### config.mk
export PLATFORM = sky130hd
export DESIGN_NAME = pixel_raycaster_flat
export DESIGN_NICKNAME = d
export VERILOG_FILES = /design/src/rtl/pixel_raycaster_if.sv /design/src/rtl/pixel_raycaster.sv /design/src/flat_wrapper.sv
export SDC_FILE = /design/constraint.sdc
export NUM_CORES = 2
export LEC_CHECK = 0
export CORE_ASPECT_RATIO = 1.75
export CORE_MARGIN = 2
export CORE_UTILIZATION = 60
export CTS_CLUSTER_SIZE = 25
export DETAILED_ROUTE_END_ITERATION = 16
export GPL_TIMING_DRIVEN = 0
export PLACE_DENSITY = 0.8
export SETUP_SLACK_MARGIN = 0.05
export SYNTH_ARGS = -nofsm -noshare
export SYNTH_HDL_FRONTEND = slang
export SYNTH_SLANG_ARGS = --single-unit
### constraint.sdc
create_clock -name clock -period 29.8 [get_ports clock]
set_input_delay 2.98 -clock clock [delete_from_list [all_inputs] [get_ports clock]]
set_output_delay 2.98 -clock clock [all_outputs]
set_load 0.005 [all_outputs]
### src/rtl/pixel_raycaster_if.sv
// Voxel broadcast stream: one beat per voxel (integer coordinates + palette id).
// Valid/ready handshake; a beat transfers on a clock where voxel_valid && voxel_ready.
// master = voxel source, slave = raycaster instance.
interface pixel_raycaster_if #(
   parameter int COORD_BITS   = 8,
   parameter int PALETTE_BITS = 8
);
   logic                    voxel_valid;
   logic                    voxel_ready;
   logic [COORD_BITS-1:0]   voxel_x;
   logic [COORD_BITS-1:0]   voxel_y;
   logic [COORD_BITS-1:0]   voxel_z;
   logic [PALETTE_BITS-1:0] voxel_id;

   modport master (output voxel_valid, voxel_x, voxel_y, voxel_z, voxel_id,
                   input  voxel_ready);
   modport slave  (input  voxel_valid, voxel_x, voxel_y, voxel_z, voxel_id,
                   output voxel_ready);
endinterface

### src/rtl/pixel_raycaster.sv
// Per-pixel ray/voxel slab-test engine keeping the nearest hit depth and palette id.
// Latency: accept to raster_done = 6*(TW-1)+2 cycles; one voxel per latency+1 cycles.
// Backpressure: voxel_ready low while a voxel is in flight or during frame_start.
// Ports: clock/reset (async, active-high), frame_start clears the stored hit, vox carries
// voxels, cam_pos_* (unsigned C.F) / ray_dir_* (signed) are sampled on accept, row/col
// select readout onto pixel/pixel_hit (zero when not selected), raster_done/busy status.
module pixel_raycaster #(
   parameter int ROW          = 0,
   parameter int COL          = 0,
   parameter int ROW_BITS     = 8,
   parameter int COL_BITS     = 8,
   parameter int COORD_BITS   = 8,
   parameter int FRAC_BITS    = 8,
   parameter int PALETTE_BITS = 8
) (
   input  logic                               clock,
   input  logic                               reset,
   input  logic                               frame_start,
   pixel_raycaster_if.slave                   vox,
   input  logic [COORD_BITS+FRAC_BITS-1:0]    cam_pos_x,
   input  logic [COORD_BITS+FRAC_BITS-1:0]    cam_pos_y,
   input  logic [COORD_BITS+FRAC_BITS-1:0]    cam_pos_z,
   input  logic [COORD_BITS+FRAC_BITS-1:0]    ray_dir_x,
   input  logic [COORD_BITS+FRAC_BITS-1:0]    ray_dir_y,
   input  logic [COORD_BITS+FRAC_BITS-1:0]    ray_dir_z,
   input  logic [ROW_BITS-1:0]                row,
   input  logic [COL_BITS-1:0]                col,
   output logic                               raster_done,
   output logic                               busy,
   output logic [PALETTE_BITS-1:0]            pixel,
   output logic                               pixel_hit
);
   localparam int C  = COORD_BITS;
   localparam int F  = FRAC_BITS;
   localparam int W  = C + F;
   localparam int TW = W + F + 2;
   localparam int CW = $clog2(TW - 1);

   localparam logic [1:0] S_IDLE    = 2'd0;
   localparam logic [1:0] S_DIVIDE  = 2'd1;
   localparam logic [1:0] S_COMPARE = 2'd2;
   localparam logic [1:0] S_UPDATE  = 2'd3;

   localparam logic signed [TW-1:0] NEG_INF  = {1'b1, {(TW-1){1'b0}}};
   localparam logic signed [TW-1:0] POS_INF  = {1'b0, {(TW-1){1'b1}}};
   localparam logic [CW-1:0]        LAST_BIT = CW'(TW - 2);

   logic [1:0]              state;
   logic [C-1:0]            v_q [0:2];
   logic [W-1:0]            p_q [0:2];
   logic [W-1:0]            d_q [0:2];
   logic [PALETTE_BITS-1:0] vid_q;
   logic [2:0]              div_idx;
   logic [CW-1:0]           bit_cnt;
   logic [W-1:0]            rem_q;
   logic [TW-3:0]           q_q;
   logic signed [TW-1:0]    t_q [0:5];
   logic                    hit_q;
   logic [TW-1:0]           dnew_q;
   logic [TW-1:0]           depth_q;
   logic [PALETTE_BITS-1:0] id_q;

   // ---------------- serial restoring divider ----------------
   // div_idx: {axis, slab side}; side 0 uses v, side 1 uses v+1 (one bit wider, no wrap).
   logic [1:0]           axis;
   logic [C-1:0]         v_cur;
   logic [W-1:0]         p_cur;
   logic [W-1:0]         d_cur;
   logic [C:0]           v_edge;
   logic signed [W+1:0]  n_cur;
   logic                 n_neg;
   logic [W:0]           n_mag;
   logic [TW-2:0]        dividend;
   logic                 d_neg;
   logic [W-1:0]         d_mag;
   logic                 div_bit;
   logic [W-1:0]         rem_base;
   logic [W:0]           rem_sh;
   logic                 q_ge;
   logic [W-1:0]         rem_nx;
   logic [TW-2:0]        q_nx;
   logic signed [TW-1:0] q_signed;

   assign axis     = div_idx[2:1];
   assign v_cur    = v_q[axis];
   assign p_cur    = p_q[axis];
   assign d_cur    = d_q[axis];
   assign v_edge   = div_idx[0] ? ({1'b0, v_cur} + 1'b1) : {1'b0, v_cur};
   assign n_cur    = {1'b0, v_edge, {F{1'b0}}} - {2'b00, p_cur};
   assign n_neg    = n_cur[W+1];
   assign n_mag    = (W+1)'(n_neg ? -n_cur : n_cur);
   assign dividend = {n_mag, {F{1'b0}}};
   assign d_neg    = d_cur[W-1];
   assign d_mag    = d_neg ? -d_cur : d_cur;
   assign div_bit  = dividend[LAST_BIT - bit_cnt];
   assign rem_base = (bit_cnt == '0) ? '0 : rem_q;
   assign rem_sh   = {rem_base, div_bit};
   assign q_ge     = rem_sh >= {1'b0, d_mag};
   // When q_ge the true difference is below |d|, so a W-bit subtraction is exact.
   assign rem_nx   = q_ge ? (rem_sh[W-1:0] - d_mag) : rem_sh[W-1:0];
   assign q_nx     = {q_q, q_ge};
   assign q_signed = (n_neg ^ d_neg) ? -$signed({1'b0, q_nx}) : $signed({1'b0, q_nx});

   // ---------------- slab combine ----------------
   logic signed [TW-1:0] enter_c;
   logic signed [TW-1:0] exit_c;
   logic                 axes_ok;
   logic                 hit_c;
   logic [TW-1:0]        dnew_c;

   always_comb begin
      logic signed [TW-1:0] near_v;
      logic signed [TW-1:0] far_v;
      enter_c = NEG_INF;
      exit_c  = POS_INF;
      axes_ok = 1'b1;
      near_v  = NEG_INF;
      far_v   = POS_INF;
      for (int a = 0; a < 3; a++) begin
         if (d_q[a] == '0) begin
            // Ray parallel to this slab: it either lies inside for all t or never enters.
            if (!((p_q[a] >= {v_q[a], {F{1'b0}}}) &&
                  ({1'b0, p_q[a]} < {({1'b0, v_q[a]} + 1'b1), {F{1'b0}}})))
               axes_ok = 1'b0;
         end else begin
            near_v = (t_q[2*a] < t_q[2*a+1]) ? t_q[2*a] : t_q[2*a+1];
            far_v  = (t_q[2*a] < t_q[2*a+1]) ? t_q[2*a+1] : t_q[2*a];
            if (near_v > enter_c) enter_c = near_v;
            if (far_v < exit_c)   exit_c  = far_v;
         end
      end
      hit_c  = axes_ok && (enter_c <= exit_c) && !exit_c[TW-1] && (vid_q != '0);
      dnew_c = enter_c[TW-1] ? '0 : enter_c;
   end

   // ---------------- control / state ----------------
   always_ff @(posedge clock or posedge reset) begin
      if (reset) begin
         state   <= S_IDLE;
         vid_q   <= '0;
         div_idx <= '0;
         bit_cnt <= '0;
         rem_q   <= '0;
         q_q     <= '0;
         hit_q   <= 1'b0;
         dnew_q  <= '0;
         depth_q <= '1;
         id_q    <= '0;
         for (int i = 0; i < 3; i++) begin
            v_q[i] <= '0;
            p_q[i] <= '0;
            d_q[i] <= '0;
         end
         for (int i = 0; i < 6; i++) t_q[i] <= '0;
      end else if (frame_start) begin
         state   <= S_IDLE;
         depth_q <= '1;
         id_q    <= '0;
         div_idx <= '0;
         bit_cnt <= '0;
      end else begin
         case (state)
            S_IDLE: begin
               if (vox.voxel_valid) begin
                  v_q[0]  <= vox.voxel_x;
                  v_q[1]  <= vox.voxel_y;
                  v_q[2]  <= vox.voxel_z;
                  vid_q   <= vox.voxel_id;
                  p_q[0]  <= cam_pos_x;
                  p_q[1]  <= cam_pos_y;
                  p_q[2]  <= cam_pos_z;
                  d_q[0]  <= ray_dir_x;
                  d_q[1]  <= ray_dir_y;
                  d_q[2]  <= ray_dir_z;
                  div_idx <= '0;
                  bit_cnt <= '0;
                  state   <= S_DIVIDE;
               end
            end
            S_DIVIDE: begin
               rem_q <= rem_nx;
               q_q   <= q_nx[TW-3:0];
               if (bit_cnt == LAST_BIT) begin
                  t_q[div_idx] <= q_signed;
                  bit_cnt      <= '0;
                  if (div_idx == 3'd5) state <= S_COMPARE;
                  else                 div_idx <= div_idx + 3'd1;
               end else begin
                  bit_cnt <= bit_cnt + 1'b1;
               end
            end
            S_COMPARE: begin
               hit_q  <= hit_c;
               dnew_q <= dnew_c;
               state  <= S_UPDATE;
            end
            S_UPDATE: begin
               // Strictly nearer only: on a tie the earlier voxel stays.
               if (hit_q && (dnew_q < depth_q)) begin
                  depth_q <= dnew_q;
                  id_q    <= vid_q;
               end
               state <= S_IDLE;
            end
            default: state <= S_IDLE;
         endcase
      end
   end

   // ---------------- status and readout ----------------
   logic sel;

   assign busy            = (state != S_IDLE);
   assign vox.voxel_ready = !busy && !frame_start;
   assign raster_done     = (state == S_UPDATE);
   assign sel             = (row == ROW_BITS'(ROW)) && (col == COL_BITS'(COL));
   assign pixel           = sel ? id_q : '0;
   assign pixel_hit       = sel && (id_q != '0);
endmodule

### src/flat_wrapper.sv
// flat-port wrapper written by rule: the top's interface ports become plain ports
module pixel_raycaster_flat 
#(
   parameter int ROW          = 0,
   parameter int COL          = 0,
   parameter int ROW_BITS     = 8,
   parameter int COL_BITS     = 8,
   parameter int COORD_BITS   = 8,
   parameter int FRAC_BITS    = 8,
   parameter int PALETTE_BITS = 8
)
  (clock, reset, frame_start, cam_pos_x, cam_pos_y, cam_pos_z, ray_dir_x, ray_dir_y, ray_dir_z, row, col, raster_done, busy, pixel, pixel_hit, vox_voxel_valid, vox_voxel_x, vox_voxel_y, vox_voxel_z, vox_voxel_id, vox_voxel_ready);
  pixel_raycaster_if #(.COORD_BITS(COORD_BITS), .PALETTE_BITS(PALETTE_BITS)) vox_i ();
  input  logic clock;
  input  logic reset;
  input  logic frame_start;
  input  logic [COORD_BITS+FRAC_BITS-1:0] cam_pos_x;
  input  logic [COORD_BITS+FRAC_BITS-1:0] cam_pos_y;
  input  logic [COORD_BITS+FRAC_BITS-1:0] cam_pos_z;
  input  logic [COORD_BITS+FRAC_BITS-1:0] ray_dir_x;
  input  logic [COORD_BITS+FRAC_BITS-1:0] ray_dir_y;
  input  logic [COORD_BITS+FRAC_BITS-1:0] ray_dir_z;
  input  logic [ROW_BITS-1:0] row;
  input  logic [COL_BITS-1:0] col;
  output logic raster_done;
  output logic busy;
  output logic [PALETTE_BITS-1:0] pixel;
  output logic pixel_hit;
  input wire logic [$bits(vox_i.voxel_valid)-1:0] vox_voxel_valid;
  input wire logic [$bits(vox_i.voxel_x)-1:0] vox_voxel_x;
  input wire logic [$bits(vox_i.voxel_y)-1:0] vox_voxel_y;
  input wire logic [$bits(vox_i.voxel_z)-1:0] vox_voxel_z;
  input wire logic [$bits(vox_i.voxel_id)-1:0] vox_voxel_id;
  output wire logic [$bits(vox_i.voxel_ready)-1:0] vox_voxel_ready;
  assign vox_i.voxel_valid = vox_voxel_valid;
  assign vox_i.voxel_x = vox_voxel_x;
  assign vox_i.voxel_y = vox_voxel_y;
  assign vox_i.voxel_z = vox_voxel_z;
  assign vox_i.voxel_id = vox_voxel_id;
  assign vox_voxel_ready = vox_i.voxel_ready;
  pixel_raycaster #(.ROW(ROW), .COL(COL), .ROW_BITS(ROW_BITS), .COL_BITS(COL_BITS), .COORD_BITS(COORD_BITS), .FRAC_BITS(FRAC_BITS), .PALETTE_BITS(PALETTE_BITS)) u_core (.clock(clock), .reset(reset), .frame_start(frame_start), .vox(vox_i), .cam_pos_x(cam_pos_x), .cam_pos_y(cam_pos_y), .cam_pos_z(cam_pos_z), .ray_dir_x(ray_dir_x), .ray_dir_y(ray_dir_y), .ray_dir_z(ray_dir_z), .row(row), .col(col), .raster_done(raster_done), .busy(busy), .pixel(pixel), .pixel_hit(pixel_hit));
endmodule
==> flow_summary.json <==
{
  "area_delta_synth_final_pct": 12.54,
  "power_density_nw_per_um2": 75.81,
  "multiInputGateArea_um2": 18760,
  "outcome": "completed",
  "timing.hold.ws_ns": 0.4790,
  "drt-initial-drc-count": 1851,
  "setup_viol_count_final": 0,
  "synthesis.area_per_instance_um2": 8.578,
  "path_max_fanout": 10,
  "required_ns": 30.29,
  "crit_path_start_kind": "register",
  "maxCapViolCount": 0,
  "critPathTopFamily": "compound AO/OA/AOI/OAI gates",
  "final_area_um2": 33960,
  "grt_pass1_vias": 28815,
  "post_cts_resized": 0,
  "seq_area_frac_synth_pct": 32.78,
  "tightest_slew_ns": 1.426,
  "yosysWarningCount": 0,
  "clk_latency_ns": 0.56,
  "place_hpwl_mm": 81.72,
  "drive_gt1_share_pct": 8.780,
  "slew_headroom_pct": 4.347,
  "crit_arrival_ns": 15.48,
  "boundaryPins": 160,
  "cts_tree": "built",
  "fmax_mhz": 66.72,
  "tns_ns": 0,
  "leakage_nw": 15.76,
  "holdBufCountCts": 0,
  "grt_setup_unrepaired": "false",
  "fin_worst_skew_ns": 0.02065,
  "grt_pass1_wl_mm": 154.8,
  "viasPerCell": 6.348,
  "cts_root_buf": "clkbuf_16",
  "cp-end-kind": "register",
  "drt-pass1-iter-count": 6,
  "synth_cells": 3518,
  "synthFlopType": "dfrtp_1",
  "fin_nets": 4184,
  "ys_async_sr_fraction_pct": 100.0,
  "antenna_found_initial": 5,
  "grt_usage_pct": 38.79,
  "synth_cell_types": 82,
  "finalCritPeriodShare_pct": 50.30,
  "drv_slew": 0,
  "wire_per_inst_um": 23.01,
  "hold_viol": 0,
  "cts_made_buffers": 38,
  "final_common_cell": "nand2_1",
  "clk_pin_slew_ns": 0.07,
  "cp_num_buf_inv": 8,
  "min_period_ns": 14.99,
  "ant_nets": 0,
  "max_stage_delay_ns": 0.94,
  "vdd_ir_drop_max_v": 0.00007772,
  "clock-sinks": 394,
  "crit_type": "reg -> reg",
  "wl_mm": 101.5,
  "chipHeight_um": 300.7,
  "dpl_cell_area_um2": 32720,
  "row_count": 108,
  "io_buffers": 159,
  "synth_edf_count": 0,
  "crit_path_top_delay_cell": "a21oi_1",
  "synth_nets": 3981,
  "gp_routability_congestion": 1.015,
  "coreArea_um2": 49590,
  "dieWidth_um": 173.5,
  "h-tree-depth": 2,
  "die-area_um2": 52180,
  "start_util_pct": 60.85,
  "syn-cell-area_um2": 30180,
  "grt_max_degree": 95,
  "gr-total-overflow": 0,
  "via_count": 27999,
  "synth_seq_cells": 394,
  "nFillCells": 4186,
  "post_cts_buffers": 0,
  "layout_common_cells": "nand2_1, dfrtp_1, o21ai_0",
  "drc": 0,
  "min_path_type": "reg -> reg",
  "cts_buffer_depth": 3,
  "register_area_um2": 9892
}
## where the power goes
| group | switching (mW) | total [mW] | internal [mW] | leakage (nW) |
|---|---|---|---|---|
| combinational | 0.832 | 1.31 | 0.483 | 10.0 |
| clock | 0.219 | 0.499 | 0.279 | 0.605 |
| sequential | 0.112 | 0.761 | 0.650 | 5.12 |
## cell type report
type                            instances  area share (%)
Sequential cell                       394           29.13
Clock buffer                           52           3.165
Buffer                                174           2.015
Timing Repair Buffer                  163           5.010
Antenna cell                            4         0.02947
Clock inverter                         14          0.4642
Inverter                              225           2.509
Tap cell                              660           2.431
Multi-Input combinational cell       2725           55.25
## final timing paths
| check | slack [ns] | end | start | cells after the start |
|---|---|---|---|---|
| worst max-delay path | 14.81 | u_core.hit_q | u_core.t_q[155] | 55 |
| worst min-delay path | 0.48 | u_core.rem_q[1] | u_core.rem_q[1] | 2 |
| worst max register to register | 14.81 | u_core.hit_q | u_core.t_q[155] | 55 |
| worst min register to register | 0.48 | u_core.rem_q[1] | u_core.rem_q[1] | 2 |
| max in group asynchronous | 25.30 | u_core.d_q[19] | reset | 5 |
| min in group asynchronous | 2.89 | u_core.dnew_q[6] | reset | 2 |
## flip-flops by register name, indices dropped and copies added (netlist names)
| register | flops |
|---|---|
| u_core.bit_cnt | 5 |
| u_core.d_q | 48 |
| u_core.depth_q | 26 |
| u_core.div_idx | 3 |
| u_core.dnew_q | 25 |
| u_core.hit_q | 1 |
| u_core.id_q | 8 |
| u_core.p_q | 48 |
| u_core.q_q | 24 |
| u_core.rem_q | 16 |
| u_core.state | 2 |
| u_core.t_q | 156 |
| u_core.v_q | 24 |
| u_core.vid_q | 8 |
## through the flow
stage          total power [mW]  utilization (%)  instances  worst slack [ns]
3_3_place_gp              2.005            65.73       4337             11.05
3_5_place_dp              2.044            65.98       4341             15.69
4_1_cts                   2.545            68.46       4407             15.61
2_1_floorplan             1.623                -       3518             15.91
5_1_grt                   2.710            68.46       4407             14.04
6_report                  2.575            68.48       4411             14.81
## cell usage after synthesis (5+ instances only)
master,n,area (um2)
o2111ai_1,5,43.79
nor2b_1,30,187.7
nand2b_1,30,187.7
nand4_1,53,331.6
nor2_1,237,889.6
or4_1,7,52.55
a21oi_1,253,1266
clkbuf_1,149,559.3
nor4_1,51,319.1
and4_1,12,105.1
a211o_1,30,262.8
a211oi_1,17,127.6
mux2_2,202,2275
a31oi_1,17,106.4
a221o_1,7,70.07
a21o_1,66,495.5
buf_1,17,63.81
and3_1,12,75.07
o31ai_1,14,105.1
nor3_1,44,220.2
ha_1,314,3929
inv_1,225,844.6
or2_2,8,50.05
o2bb2ai_1,5,43.79
xnor2_1,65,569.3
o21ai_0,341,1707
nand2_1,473,1775
nand3_1,55,275.3
nand4b_1,8,70.07
o211ai_1,18,135.1
a2111oi_0,13,113.9
o21a_1,19,142.6
or3_1,9,56.30
and2_1,54,337.8
o21bai_1,5,37.54
xor2_1,31,271.5
dfstp_2,26,683.2
mux2i_1,112,1121
dfrtp_1,368,9209
o41ai_1,9,78.83
a22oi_1,24,180.2
## per-layer routing
| metal | vias to the layer above | GRT usage, % | part of all wire, % |
|---|---|---|---|
| met2 | 1224 | 71.66 | 51 |
| met4 | 4 | 40.01 | 12 |
| met1 | 13271 | 35.19 | 32 |
| met5 | - | 0 | 0.027 |
| li1 | 12907 | - | - |
| met3 | 593 | 5.290 | 4.8 |
## tightest hold or removal path, delay by kind of cell (launching register included)
| family | cells | cell delay, ns |
|---|---|---|
| flops | 1 | 0.34 |
| compound gates | 1 | 0.06 |
| simple gates | 1 | 0.05 |
## cells by family (layout without fill, tap and decap cells)
logic type | Yosys count | in the layout | share of synthesized area, %
xor gates and xnor gates | 96 | 96 | 2.786
other | 0 | 4 | 0
AOI/OAI and AO/OA | 899 | 899 | 18.04
muxes | 316 | 316 | 11.34
DFF | 394 | 394 | 32.78
adders and majority gates | 315 | 315 | 13.09
buffers and inverters | 399 | 628 | 5.067
and+or+nand+nor | 1099 | 1099 | 16.90
(Power assumes the default switching activity.)
